### src/rtl/wb_sram_pkg.sv
// Shared types and helpers for the Wishbone-to-OpenRAM bank controller.
package wb_sram_pkg;

  typedef enum logic [1:0] {
    IDLE   = 2'd0,
    ACCESS = 2'd1,
    WAIT   = 2'd2,
    ACK    = 2'd3
  } state_e;

  // Read data returned for accesses that fall outside the window
  localparam logic [31:0] MISS_RDATA = 32'h0000_0000;

  function automatic int bank_w(input int num_banks);
    return (num_banks > 1) ? $clog2(num_banks) : 0;
  endfunction

  // Width of a bank index signal; never zero so a single bank still has a port
  function automatic int bank_sel_w(input int num_banks);
    return (bank_w(num_banks) > 0) ? bank_w(num_banks) : 1;
  endfunction

endpackage

### src/rtl/wb_sram_ctrl_if.sv
// Wishbone classic slave-side bus bundle for the SRAM controller.
interface wb_sram_ctrl_if #(
  parameter int DATA_W = 32
);

  logic                  wbs_stb_i;
  logic                  wbs_cyc_i;
  logic                  wbs_we_i;
  logic [DATA_W/8-1:0]   wbs_sel_i;
  logic [31:0]           wbs_adr_i;
  logic [DATA_W-1:0]     wbs_dat_i;
  logic                  wbs_ack_o;
  logic [DATA_W-1:0]     wbs_dat_o;

  modport master (
    output wbs_stb_i, wbs_cyc_i, wbs_we_i, wbs_sel_i, wbs_adr_i, wbs_dat_i,
    input  wbs_ack_o, wbs_dat_o
  );

  modport slave (
    input  wbs_stb_i, wbs_cyc_i, wbs_we_i, wbs_sel_i, wbs_adr_i, wbs_dat_i,
    output wbs_ack_o, wbs_dat_o
  );

endinterface

### src/rtl/wb_sram_bank_mux.sv
// Combinational NUM_BANKS:1 selector over the flattened macro read-data bus.
module wb_sram_bank_mux #(
  parameter int NUM_BANKS = 4,
  parameter int DATA_W    = 32,
  parameter int SEL_W     = 2
) (
  input  logic [NUM_BANKS*DATA_W-1:0] dout_flat,
  input  logic [SEL_W-1:0]            bank_sel,
  output logic [DATA_W-1:0]           rdata
);

  logic [DATA_W-1:0] bank_data_s [NUM_BANKS];

  for (genvar k = 0; k < NUM_BANKS; k++) begin : g_split
    assign bank_data_s[k] = dout_flat[k*DATA_W +: DATA_W];
  end

  // Select the addressed bank's read port
  always_comb begin
    rdata = bank_data_s[bank_sel];
  end

endmodule

### src/rtl/wb_sram_ctrl.sv
// Wishbone classic slave fronting NUM_BANKS OpenRAM macros (port 0): window
// decode, bank select, registered active-low macro controls, read-latency wait.
module wb_sram_ctrl
  import wb_sram_pkg::*;
#(
  parameter int          NUM_BANKS = 4,
  parameter int          ADDR_W    = 8,
  parameter int          DATA_W    = 32,
  parameter logic [31:0] BASE_ADDR = 32'h3000_0000,
  parameter int          READ_LAT  = 1
) (
  input  logic                        wb_clk_i,
  input  logic                        wb_rst_ni,
  wb_sram_ctrl_if.slave               wbs,
  output logic [NUM_BANKS-1:0]        sram_csb0_o,
  output logic                        sram_web0_o,
  output logic [DATA_W/8-1:0]         sram_wmask0_o,
  output logic [ADDR_W-1:0]           sram_addr0_o,
  output logic [DATA_W-1:0]           sram_din0_o,
  input  logic [NUM_BANKS*DATA_W-1:0] sram_dout0_i
);

  localparam int BANK_W  = bank_w(NUM_BANKS);
  localparam int SEL_W   = bank_sel_w(NUM_BANKS);
  localparam int MASK_W  = DATA_W / 8;
  localparam int TAG_LSB = ADDR_W + 2 + BANK_W;
  localparam int CNT_W   = 2;

  state_e                state_r, state_nxt_s;
  logic                  req_s, hit_s;
  logic [ADDR_W-1:0]     word_s;
  logic [SEL_W-1:0]      bank_s;
  logic [DATA_W-1:0]     rdata_s;

  logic [NUM_BANKS-1:0]  csb_r, csb_nxt_s;
  logic                  web_r, web_nxt_s;
  logic [MASK_W-1:0]     wmask_r, wmask_nxt_s;
  logic [ADDR_W-1:0]     addr_r, addr_nxt_s;
  logic [DATA_W-1:0]     din_r, din_nxt_s;
  logic                  we_r, we_nxt_s;
  logic [SEL_W-1:0]      bank_r, bank_nxt_s;
  logic [CNT_W-1:0]      cnt_r, cnt_nxt_s;
  logic                  ack_r, ack_nxt_s;
  logic [DATA_W-1:0]     rdata_r, rdata_nxt_s;

  assign req_s  = wbs.wbs_cyc_i & wbs.wbs_stb_i & ~ack_r;
  assign hit_s  = (wbs.wbs_adr_i >> TAG_LSB) == (BASE_ADDR >> TAG_LSB);
  assign word_s = wbs.wbs_adr_i[2 +: ADDR_W];
  // Masking with NUM_BANKS-1 keeps the single-bank case at index 0
  assign bank_s = SEL_W'((wbs.wbs_adr_i >> (ADDR_W + 2)) & 32'(NUM_BANKS - 1));

  wb_sram_bank_mux #(
    .NUM_BANKS (NUM_BANKS),
    .DATA_W    (DATA_W),
    .SEL_W     (SEL_W)
  ) u_bank_mux (
    .dout_flat (sram_dout0_i),
    .bank_sel  (bank_r),
    .rdata     (rdata_s)
  );

  // FSM state register
  always_ff @(posedge wb_clk_i or negedge wb_rst_ni) begin
    if (!wb_rst_ni) begin
      state_r <= IDLE;
    end else begin
      state_r <= state_nxt_s;
    end
  end

  // Next-state and next-output decode; every bus output is registered
  always_comb begin
    state_nxt_s = state_r;
    csb_nxt_s   = {NUM_BANKS{1'b1}};
    web_nxt_s   = 1'b1;
    wmask_nxt_s = {MASK_W{1'b0}};
    addr_nxt_s  = addr_r;
    din_nxt_s   = din_r;
    we_nxt_s    = we_r;
    bank_nxt_s  = bank_r;
    cnt_nxt_s   = cnt_r;
    ack_nxt_s   = 1'b0;
    rdata_nxt_s = {DATA_W{1'b0}};

    case (state_r)
      IDLE: begin
        if (req_s && hit_s) begin
          state_nxt_s = ACCESS;
          we_nxt_s    = wbs.wbs_we_i;
          bank_nxt_s  = bank_s;
          csb_nxt_s   = ~(NUM_BANKS'(1) << bank_s);
          web_nxt_s   = ~wbs.wbs_we_i;
          wmask_nxt_s = wbs.wbs_we_i ? wbs.wbs_sel_i : {MASK_W{1'b0}};
          addr_nxt_s  = word_s;
          din_nxt_s   = wbs.wbs_dat_i;
        end else if (req_s) begin
          // Out-of-window: complete immediately, writes are dropped
          state_nxt_s = ACK;
          ack_nxt_s   = 1'b1;
          rdata_nxt_s = DATA_W'(MISS_RDATA);
        end else begin
          state_nxt_s = IDLE;
        end
      end
      ACCESS: begin
        if (!wbs.wbs_cyc_i) begin
          state_nxt_s = IDLE;
        end else if (we_r) begin
          state_nxt_s = ACK;
          ack_nxt_s   = wbs.wbs_stb_i;
        end else begin
          state_nxt_s = WAIT;
          cnt_nxt_s   = CNT_W'(READ_LAT - 1);
        end
      end
      WAIT: begin
        if (!wbs.wbs_cyc_i) begin
          state_nxt_s = IDLE;
        end else if (cnt_r == {CNT_W{1'b0}}) begin
          state_nxt_s = ACK;
          ack_nxt_s   = wbs.wbs_stb_i;
          rdata_nxt_s = wbs.wbs_stb_i ? rdata_s : {DATA_W{1'b0}};
        end else begin
          cnt_nxt_s   = cnt_r - CNT_W'(1);
        end
      end
      ACK: begin
        state_nxt_s = IDLE;
      end
      default: begin
        state_nxt_s = IDLE;
      end
    endcase
  end

  // Datapath and output registers
  always_ff @(posedge wb_clk_i or negedge wb_rst_ni) begin
    if (!wb_rst_ni) begin
      csb_r   <= {NUM_BANKS{1'b1}};
      web_r   <= 1'b1;
      wmask_r <= {MASK_W{1'b0}};
      addr_r  <= {ADDR_W{1'b0}};
      din_r   <= {DATA_W{1'b0}};
      we_r    <= 1'b0;
      bank_r  <= {SEL_W{1'b0}};
      cnt_r   <= {CNT_W{1'b0}};
      ack_r   <= 1'b0;
      rdata_r <= {DATA_W{1'b0}};
    end else begin
      csb_r   <= csb_nxt_s;
      web_r   <= web_nxt_s;
      wmask_r <= wmask_nxt_s;
      addr_r  <= addr_nxt_s;
      din_r   <= din_nxt_s;
      we_r    <= we_nxt_s;
      bank_r  <= bank_nxt_s;
      cnt_r   <= cnt_nxt_s;
      ack_r   <= ack_nxt_s;
      rdata_r <= rdata_nxt_s;
    end
  end

  assign wbs.wbs_ack_o = ack_r;
  assign wbs.wbs_dat_o = rdata_r;
  assign sram_csb0_o   = csb_r;
  assign sram_web0_o   = web_r;
  assign sram_wmask0_o = wmask_r;
  assign sram_addr0_o  = addr_r;
  assign sram_din0_o   = din_r;

endmodule
### src/flat_wrapper.sv
// flat-port wrapper written by rule: the top's interface ports become plain ports
module wb_sram_ctrl_flat import wb_sram_pkg::*;
#(
  parameter int          NUM_BANKS = 4,
  parameter int          ADDR_W    = 8,
  parameter int          DATA_W    = 32,
  parameter logic [31:0] BASE_ADDR = 32'h3000_0000,
  parameter int          READ_LAT  = 1
)
  (wb_clk_i, wb_rst_ni, sram_csb0_o, sram_web0_o, sram_wmask0_o, sram_addr0_o, sram_din0_o, sram_dout0_i, wbs_wbs_stb_i, wbs_wbs_cyc_i, wbs_wbs_we_i, wbs_wbs_sel_i, wbs_wbs_adr_i, wbs_wbs_dat_i, wbs_wbs_ack_o, wbs_wbs_dat_o);
  wb_sram_ctrl_if #(.DATA_W(DATA_W)) wbs_i ();
  input  logic wb_clk_i;
  input  logic wb_rst_ni;
  output logic [NUM_BANKS-1:0] sram_csb0_o;
  output logic sram_web0_o;
  output logic [DATA_W/8-1:0] sram_wmask0_o;
  output logic [ADDR_W-1:0] sram_addr0_o;
  output logic [DATA_W-1:0] sram_din0_o;
  input  logic [NUM_BANKS*DATA_W-1:0] sram_dout0_i;
  input wire logic [$bits(wbs_i.wbs_stb_i)-1:0] wbs_wbs_stb_i;
  input wire logic [$bits(wbs_i.wbs_cyc_i)-1:0] wbs_wbs_cyc_i;
  input wire logic [$bits(wbs_i.wbs_we_i)-1:0] wbs_wbs_we_i;
  input wire logic [$bits(wbs_i.wbs_sel_i)-1:0] wbs_wbs_sel_i;
  input wire logic [$bits(wbs_i.wbs_adr_i)-1:0] wbs_wbs_adr_i;
  input wire logic [$bits(wbs_i.wbs_dat_i)-1:0] wbs_wbs_dat_i;
  output wire logic [$bits(wbs_i.wbs_ack_o)-1:0] wbs_wbs_ack_o;
  output wire logic [$bits(wbs_i.wbs_dat_o)-1:0] wbs_wbs_dat_o;
  assign wbs_i.wbs_stb_i = wbs_wbs_stb_i;
  assign wbs_i.wbs_cyc_i = wbs_wbs_cyc_i;
  assign wbs_i.wbs_we_i = wbs_wbs_we_i;
  assign wbs_i.wbs_sel_i = wbs_wbs_sel_i;
  assign wbs_i.wbs_adr_i = wbs_wbs_adr_i;
  assign wbs_i.wbs_dat_i = wbs_wbs_dat_i;
  assign wbs_wbs_ack_o = wbs_i.wbs_ack_o;
  assign wbs_wbs_dat_o = wbs_i.wbs_dat_o;
  wb_sram_ctrl #(.NUM_BANKS(NUM_BANKS), .ADDR_W(ADDR_W), .DATA_W(DATA_W), .BASE_ADDR(BASE_ADDR), .READ_LAT(READ_LAT)) u_core (.wb_clk_i(wb_clk_i), .wb_rst_ni(wb_rst_ni), .wbs(wbs_i), .sram_csb0_o(sram_csb0_o), .sram_web0_o(sram_web0_o), .sram_wmask0_o(sram_wmask0_o), .sram_addr0_o(sram_addr0_o), .sram_din0_o(sram_din0_o), .sram_dout0_i(sram_dout0_i));
endmodule
### config.mk
export PLATFORM = sky130hd
export DESIGN_NAME = wb_sram_ctrl_flat
export DESIGN_NICKNAME = d
export VERILOG_FILES = /design/src/rtl/wb_sram_pkg.sv /design/src/rtl/wb_sram_ctrl_if.sv /design/src/rtl/wb_sram_bank_mux.sv /design/src/rtl/wb_sram_ctrl.sv /design/src/flat_wrapper.sv
export SDC_FILE = /design/constraint.sdc
export NUM_CORES = 1
export LEC_CHECK = 0
export BUFFER_PORTS_ARGS = -buffer_cell sky130_fd_sc_hd__clkbuf_2
export CORE_ASPECT_RATIO = 0.7
export CORE_MARGIN = 2
export CORE_UTILIZATION = 43
export CTS_CLUSTER_DIAMETER = 200
export DETAILED_ROUTE_END_ITERATION = 8
export MAX_ROUTING_LAYER = met4
export PLACE_DENSITY = 0.87
export SETUP_SLACK_MARGIN = 0.3
export SLEW_MARGIN = 30
export SYNTH_ARGS = -nofsm -noshare
export SYNTH_HDL_FRONTEND = slang
export SYNTH_HIERARCHICAL = 1
export SYNTH_SLANG_ARGS = --single-unit
### constraint.sdc
create_clock -name wb_clk_i -period 2.3 [get_ports wb_clk_i]
set_input_delay 0.115 -clock wb_clk_i [delete_from_list [all_inputs] [get_ports wb_clk_i]]
set_output_delay 0.115 -clock wb_clk_i [all_outputs]
set_load 0.02 [all_outputs]
# [After elaboration in Yosys (flattened, before gate mapping)]
# Cells that the tools add are included.
[totals] reg_bits=89 out_inout_bits=82 wordCells=68
[op_classes] n_addsub=1 magnitude_cmp=1 n_eq_ne=9 shifts=1 mux=33 bitwise_logic=6 n_reduce_logical=6
[ops] cell="2-to-1 mux 32 bit" n=6
[ops] cell="binary-select mux 32 bit (select 2 bit)" n=1
[ops] cell="== test 20 x 18 -> 1 bit (second input constant)" n=1
[ops] cell="2-to-1 mux 4 bit" n=5
[ops] cell="2-to-1 mux 2 bit" n=9
[ops] cell="2-to-1 mux 1 bit" n=9
[ops] cell="!= test 2 bit (second input constant)" n=4
[ops] cell="case mux 2 bit (4 select lines)" n=1
[ops] cell="AND reduction 5 bit" n=1
[ops] cell="== test 2 bit (second input constant)" n=2
[ops] cell="logical NOT 2 bit" n=2
[ops] cell="NOT 4 bit" n=1
[ops] cell="case mux 2 bit (2 select lines)" n=1
[ops] cell="<< shifter 1 x 2 -> 4 bit (first input constant)" n=1
[ops] cell=">= comparator 3 bit (second input constant)" n=1
[ops] cell="!= test 3 x 2 -> 1 bit (second input constant)" n=1
[ops] cell="NOT 2 -> 3 bit" n=1
[ops] cell="case mux 1 bit (3 select lines)" n=1
[ops] cell="AND 1 bit" n=2
[ops] cell="== test 2 x 1 -> 1 bit (second input constant)" n=1
[ops] cell="NOT 1 bit" n=2
[ops] cell="AND reduction 2 bit" n=1
[ops] cell="nonzero test 2 bit" n=1
[ops] cell="subtractor 2 x 1 -> 2 bit (second input constant)" n=1
[ops] cell="logical AND 1 bit" n=1

# [Depth between registers and ports, before layout]
# Gate-level depths: netlist of run 1.
[depth] word_depth=8 ltp_mapped=7 depth_no_buf=6

# [Hierarchy]
# Netlist of run 1, hierarchy kept.
[modules_own_cells] mod="wb_sram_ctrl" n_inst=1 cells_per_inst=233 area_each_um2=3565.9 seq_area_each_um2=2233.4
[modules_own_cells] mod="wb_sram_bank_mux" n_inst=1 cells_per_inst=39 area_each_um2=814.5 seq_area_each_um2=0.0

# [Worst setup path after synthesis of run 1]
# No wires, ideal clock.
[synth_timing] path_kind="register to register" from="register u_core.state_r[0]" to="register u_core.bank_r[0]" setup_time_ps=125 arrival_ps=1882 required_time_ps=2175 setup_slack_ps=293 stages_incl_launch_ff=7 synth_period_minus_slack_ps=2007 cell_sequence="dfrtp_1 inv_1 ha_1 or2b_1 nor4_4 buf_6 mux2_4"
[synth_between] elab_chain_len=2
[synth_rtl] element="from (decl)" line_no="wb_sram_ctrl.sv:29" rtl="state_e state_r, state_nxt_s;"
[synth_rtl] element="from (signal assigned)" line_no="wb_sram_ctrl.sv:67" rtl="state_r <= state_nxt_s;"
[synth_rtl] element="logical NOT 2 bit" line_no="wb_sram_ctrl.sv:85" rtl="case (state_r)"
[synth_rtl] element="AND reduction 2 bit (no line)"
[synth_rtl] element="to (signal assigned)" line_no="wb_sram_ctrl.sv:145" rtl="bank_r <= {SEL_W{1'b0}};"
[synth_rtl] element="to (signal assigned)" line_no="wb_sram_ctrl.sv:156" rtl="bank_r <= bank_nxt_s;"
[synth_rtl] element="to (decl)" line_no="wb_sram_ctrl.sv:41" rtl="logic [SEL_W-1:0] bank_r, bank_nxt_s;"
# No other way between the ends.
# A chain may end at the register's enable or synchronous reset.

# [Worst setup path in the final report of run 1]
[layout_timing] from="register u_core.state_r[1]" to="register u_core.state_r[1]"
[layout_between] elab_chain_len=2 elab_cells_between_ends=6 cone_classes="4 x eq/ne; 1 x mux; 1 x reduce/logical"
[layout_rtl] element="== test 2 bit, or another cell as far along" line_no="wb_sram_ctrl.sv:85"
[layout_rtl] element="case mux 2 bit (4 select lines) or != test 3 x 2 -> 1 bit (tied branches)"
# Parallel ways exist; a longest one is shown, timed or not.

==> key figures, run 1 <==
Place
  – Final HPWL DP: between 9000 and 10,000 um
  – # port buffers: 280
  – Setup Slack @ Placement: 0.229 ns
  – Placer Congestion: 0.810

STA
  – RSZ-0062 raised after global routing: no
  – Slew HR: 0.637
  – Final max-slew violation count: 0
  – Fmax: 521 MHz
  – Skew final: 0.00545 ns
  – Final worst slack: ~0.38 ns
  – Clock period minus worst slack: 1.92 ns
  – Crit share post-route: 0.834
  – Hold Slack: 0.0178 ns
  – Setup-failing EPs final: 0
  – Worst Tran Pin Value: 0.545 ns
  – Setup TNS: 0 ns
  – Hold Vio Cnt, Final: 0

Die
  – Die X: 125 um
  – IO Count: 283
  – FP Rows: 30
  – Initial Utilization: 0.447
  – Die Ht: 88.4 um
  – Core ar.: about 9800 um2
  – Die area: 11,000 um2

Critical path
  – Worst R2R Start: u_core/state_r[1]
  – Crit Path Category: reg -> reg
  – Reg-to-reg endpoint: u_core/state_r[1]
  – Critical path capture point: u_core/state_r[1]
  – Crit path capture type: flop
  – Data arrival, critical path: 2.16 ns
  – Reg2Reg Depth: 5
  – Worst setup path startpoint: u_core/state_r[1]
  – R2R setup slack: 0.38 ns
  – Critical Path Fanout Max: 10
  – Critical path startpoint category: flop
  – Req. time, crit path: 2.54 ns

Synthesis
  – Xor-xnor portion of the synthesized cell area: 0
  – Syn Area/Cell: ~16 um2
  – Synth area leader: dfrtp_1
  – Yosys warns: 6
  – Register area share after synthesis: 0.510
  – Syn Nets: around 480
  – Simple-Gate Fraction of Synth Area: 0.105
  – Post-synth EDFFs: 0
  – Top cells by area, synth: dfrtp_1, mux4_2, mux2_4
  – Netlist cell types: 35
  – Post-synthesis adder-cell area fraction: 0.0171
  – Synth top cells by count: dfrtp_1, mux2_4, and2_1
  – Post-Syn Instances: around 270
  – Yosys reg bits: 89
  – Multiplexer share of the synthesized area: 0.316
  – Cell Area, Synth: about 4400 um2
  – Share of flip-flops with an asynchronous set or reset: 1.00
  – Share of the synthesized area in the top cell type: 0.480
  – Complex-gate fraction of the synthesized area: 0.0137
  – Post-synth top flop: dfrtp_1
  – Most frequent cell after synthesis: dfrtp_1
  – Largest family of logic cells by synthesized area: multiplexers

CTS
  – H-Tree Depth: 3
  – Clock Latency Late Sink: 0.32 ns
  – Clk buf depth: 2
  – CTS root buf: clkbuf_16
  – # clock sinks: 89
  – CTS tree: built
  – Total CTS buffers: 9
  – Clk slew on worst S/H paths: 0.06 ns

Global routing
  – Largest net degree at the start of global routing: 44
  – Total Routing Usage GR: 0.219
  – Global-route wire length before repair: between 15,000 and 20,000 um
  – Vias in the first global route: 3,606
  – Initial antenna violation count: 0
  – GRT overflow: 0

Routing
  – Via count: 3,510
  – DR vias/cell: 4.98
  – DRT Wirelength: around 12,000 um
  – Post-route ant nets: 0
  – Initial drt markers: ~130
  – DRC viols: 0
  – Drt first pass iters: 4
  – Routed wire per std cell: 17.4 um

Power and ir drop
  – VDD IR max: 0.427 mV
  – Leak: approximately 0.0034 uW
  – Power Dens Cells: 593 nW/um2
  – Power, Total: approximately 3800 uW

Finish
  – ANT cells: 0
  – Filler cells: 725
  – Share of cells above drive strength 1: 0.698
  – Nets: 779
  – Synth-to-layout area growth: 45.4%

Worst hold path
  – Hold/Removal Path Class: in -> reg
  – Hold Path Stages: 2

Outcome
  – Outcome: finished clean

Run
  – Max Cap Viol: 0
## worst min-delay path by stage
stage                                 start                endpoint  slack (ns)
after floorplan                   wb_rst_ni        u_core/bank_r[0]       -0.18
after global placement            wb_rst_ni  u_core/sram_din0_o[26]        0.12
after detailed placement          wb_rst_ni  u_core/sram_din0_o[20]        0.14
after CTS                 wbs_wbs_dat_i[10]  u_core/sram_din0_o[10]       0.005
after global routing       wbs_wbs_adr_i[4]  u_core/sram_addr0_o[2]       0.008
final                     wbs_wbs_dat_i[10]  u_core/sram_din0_o[10]        0.02
## where the power goes
part	switching [uW]	leakage, uW	internal, uW	total, uW
Clock	560	0.000129	762	1320
Sequential	29.5	0.00122	1630	1660
Combinational	404	0.00203	388	792
Total	994	0.00338	2780	3780
## kinds of logic after synthesis
| group | after synthesis |
|---|---|
| AO/OA/AOI/OAI | 10 |
| adder cells (fa/ha/maj) | 6 |
| flip-flops | 89 |
| multiplexers | 77 |
| AND/OR/NAND/NOR | 69 |
| buffers and inverters | 21 |
## metal layers
| layer | global-route usage | wire length, um | share of wire | up-vias |
|---|---|---|---|---|
| met4 | 0.0592 | 171 | 0.014 | 0 |
| met3 | 0.0472 | 850 | 0.069 | 12 |
| li1 | - | - | - | 1607 |
| met2 | 0.396 | 6690 | 0.55 | 184 |
| met1 | 0.253 | 4560 | 0.37 | 1707 |
| met5 | - | 0 | 0 | - |
## worst max-delay path, stage by stage (launching register included)
cell     delay (ns)
dfrtp_1        0.40
buf_4          0.15
ha_1           0.28
nor2b_1        0.20
or4b_2         0.65
o22ai_1        0.16
## flip-flops by register name, indices dropped and copies added, names as in the netlist
name	count
u_core/wbs.wbs_dat_o	32
u_core/sram_wmask0_o	4
u_core/sram_csb0_o	4
u_core/we_r	1
u_core/sram_web0_o	1
u_core/wbs.wbs_ack_o	1
u_core/bank_r	2
u_core/state_r	2
u_core/cnt_r	2
u_core/sram_addr0_o	8
u_core/sram_din0_o	32
## per-stage QoR
| step | cells | util | area [um2] |
|---|---|---|---|
| floorplan | 272 | - | 4380 |
| global placement | 676 | 0.602 | 5900 |
| detailed placement | 676 | 0.602 | 5900 |
| CTS | 701 | 0.643 | 6300 |
| global route | 705 | 0.650 | 6370 |
| finish | 705 | 0.650 | 6370 |
## area by class of cell
type / instances / area [um2] / share of cell area
clock buffers: 12 / 246 / 0.0387
inverters: 6 / 22.5 / 0.00354
flip-flops and latches: 89 / 2230 / 0.351
well taps: 128 / 160 / 0.0251
repair buffers: 304 / 1690 / 0.266
clock inverters: 4 / 28.8 / 0.00452
multi-input cells: 162 / 1980 / 0.312
## repair_timing
item,in CTS,in global routing
gates cloned,2,3
setup endpoints to repair,39,43
resized for setup,6,1
endpoints found under the hold margin,42,0
hold buffers,4,0
setup buffers,3,1
pin swaps,1,1
## cells in the final DEF, fill, tap and decap left out, types with 2 or more instances in the layout
cell           netlist  routed
a21oi_1              2       2
nand2b_1             2       2
mux4_1               2       2
dfstp_2              5       5
nor2_1               4       3
clkinvlp_4           0       2
nand3_1              5       5
a211oi_1             2       2
inv_1                6       4
mux2i_1              2       2
nor4_1               4       4
and2_1              32      32
o21ai_0              4       4
mux2_2               3       3
dfrtp_1             84      83
buf_6                5       3
buf_16               0       2
buf_4                0      13
dlygate4sd3_1        0       4
clkbuf_2             0     279
mux4_2              30      30
nor4_2               2       2
inv_2                0       2
and3_1               4       4
nand3b_1             2       2
mux2_4              40      40
clkbuf_1             4       2
nand2_1              5       5
nor4_4               2       2
ha_1                 6       6
clkbuf_16            0      11
(Power assumes the default switching activity.)
==> run 2: changes to the inputs <==
==> constraint.sdc (replaced) <==
create_clock -name wb_clk_i -period 1.99 [get_ports wb_clk_i]
set_input_delay 0.0995 -clock wb_clk_i [delete_from_list [all_inputs] [get_ports wb_clk_i]]
set_output_delay 0.0995 -clock wb_clk_i [all_outputs]
set_load 0.02 [all_outputs]
==> run 2 against run 1 <==
- power up 23%
- final area rose by 7.7%
- register-to-register slack worse by 0.24 ns
- maximum frequency increased by 4.0%
- critical path depth grew 2
- die area stayed put
- worst hold slack worse by 0.0089 ns
- clock skew grew 0.0012 ns
- clock power rose by 16%
- routed wire length grew 12%
- non-clock buffer count rose by 40
- critical endpoint is now u_core/sram_din0_o[15]
- highest routed layer unchanged
==> key figures, run 2 (synthesis results as in run 1) <==
Outcome
  – Outcome: finished clean

Global routing
  – Vias in the first global route: 3,998 (+11%)
  – Initial antenna violation count: 0 (unchanged)
  – GRT overflow: 0 (unchanged)
  – Total Routing Usage GR: 0.248 (+0.0291)
  – Largest net degree at the start of global routing: 61 (+39%)
  – Global-route wire length before repair: 20,400 um (+11%)

Place
  – Post-Place Cells: 677 (+0.15%)
  – Final HPWL DP: 9910 um (+2.1%)
  – Placer Congestion: 0.855 (+5.6%)
  – # port buffers: 280 (unchanged)

Critical path
  – Data arrival, critical path: 2.06 ns (-0.10 ns)
  – Req. time, crit path: 2.20 ns (-0.34 ns)
  – Crit path capture type: flop
  – Crit Path Category: reg -> reg
  – Critical path startpoint category: flop
  – Critical Path Fanout Max: 8 (-2)

STA
  – Clock period minus worst slack: 1.84 ns (-0.0738 ns)
  – Worst Tran Pin Value: 0.391 ns (-0.154 ns)
  – Crit share post-route: 0.927 (+0.0929)
  – Hold Vio Cnt, Final: 0 (unchanged)
  – Setup-failing EPs final: 0 (unchanged)
  – Setup TNS: 0 ns (unchanged)
  – Final max-slew violation count: 0 (unchanged)
  – Fmax: 542 MHz (+4.0%)
  – Slew HR: 0.740 (+0.103)
  – Skew final: 0.00664 ns (+0.00119 ns)
  – RSZ-0062 raised after global routing: yes

Routing
  – Routed wire per std cell: 18.5 um (+6.4%)
  – Post-route ant nets: 0 (unchanged)
  – DRT Wirelength: 13,800 um (+12%)
  – Via count: 3,767 (+7.3%)
  – DR vias/cell: 5.06 (+1.6%)
  – Initial drt markers: 120 (-4.8%)
  – Drt first pass iters: 4 (unchanged)
  – DRC viols: 0 (unchanged)

Die
  – IO Count: 283 (unchanged)
  – Die Ht: 88.4 um (unchanged)
  – Core ar.: 9800 um2 (unchanged)
  – Initial Utilization: 0.447 (unchanged)
  – Die X: 125 um (unchanged)
  – FP Rows: 30 (unchanged)
  – Die area: 11,000 um2 (unchanged)

CTS
  – Clock Latency Late Sink: 0.33 ns (about the same)
  – Clk buf depth: 2 (unchanged)
  – # clock sinks: 89 (unchanged)
  – CTS tree: built
  – Total CTS buffers: 9 (unchanged)
  – CTS root buf: clkbuf_16
  – H-Tree Depth: 3 (unchanged)
  – Clk slew on worst S/H paths: 0.07 ns (about the same)

Power and ir drop
  – Leak: 0.00359 uW (+6.0%)
  – VDD IR max: 0.439 mV (+2.8%)
  – Power Dens Cells: 676 nW/um2 (+14%)

Finish
  – Nets: 819 (+5.1%)
  – Most common cell after layout, fill and taps aside: clkbuf_2
  – ANT cells: 0 (unchanged)
  – Finished Layout Cells: 745 (+5.7%)
  – Synth-to-layout area growth: 56.7%
  – Share of cells above drive strength 1: 0.676 (-0.0226)
  – Most frequent cells in the layout: clkbuf_2, dfrtp_1, mux2_4

Run
  – Max Cap Viol: 0 (unchanged)

Worst hold path
  – Hold/Removal Path Class: in -> reg
## run 2: cell types whose count changed in the layout (fill, tap and decap cells not counted), sizes merged
cell	change
clkinv	+4
inv	+1
clkinvlp	-2
buf	+7
dlygate4sd3	+33
clkbuf	-3
## run 2: timing repair
item	CTS	global route
setup endpoints to repair	47	49
resized for setup	12	10
hold endpoints to repair	63	2
pin swaps	3	4
setup buffers	8	2
cloned	2	3
hold buffers	35	2
## run 2: metal layers
layer | wire [um] | part of all wire | track usage
met1 | 5070 | 0.37 | 0.272
met5 | 0 | 0 | -
met3 | 838 | 0.061 | 0.0599
met2 | 7730 | 0.56 | 0.461
met4 | 167 | 0.012 | 0.0684
## run 2: power by group
part	leakage (uW)	internal [uW]	switching (uW)
sequential	0.00122	1890	37.4
clock	0.000139	845	682
combinational	0.00223	619	569
## run 2: cell type report
cell class                 instances  area [um2]
clock buffer                       9         225
fill                             676        2930
tap                              128         160
timing repair buffer             344        2120
multi-input combinational        162        2050
clock inverter                     7        46.3
sequential                        89        2240
inverter                           6        22.5
## run 2: metrics by stage
step	utilization	hold WS [ns]	power (uW)	area [um2]	worst slack (ns)
final	0.701	0.00895	4640	6860	0.145
after global routing	0.701	0.00220	4870	6860	0.0895
after CTS	0.687	0.000508	4530	6730	0.0587
after detailed placement	0.607	0.0504	2820	5950	0.00297
after global placement	0.607	0.0379	2760	5950	0.108
after floorplan	-	-0.196	2440	4390	0.0971
## run 2: critical path: stages, from the launching register on
cell and delay, ns:
dfrtp_1 0.39, inv_2 0.08, ha_4 0.12, or2b_4 0.27
nor4_4 0.17, buf_4 0.20, clkbuf_16 0.17, mux2_4 0.31
## run 2: final timing paths
check | from | end | slack (ns) | cells past startpoint
max in group asynchronous | wb_rst_ni | u_core/sram_csb0_o[1] | 1.05 | 3
min reg2reg | u_core/sram_din0_o[28] | u_core/sram_din0_o[28] | 0.51 | 1
min in group asynchronous | wb_rst_ni | u_core/wbs.wbs_dat_o[1] | 0.25 | 2
min | wbs_wbs_dat_i[13] | u_core/sram_din0_o[13] | 0.009 | 2
max reg2reg | u_core/state_r[1] | u_core/sram_din0_o[15] | 0.15 | 7
max | u_core/state_r[1] | u_core/sram_din0_o[15] | 0.15 | 7
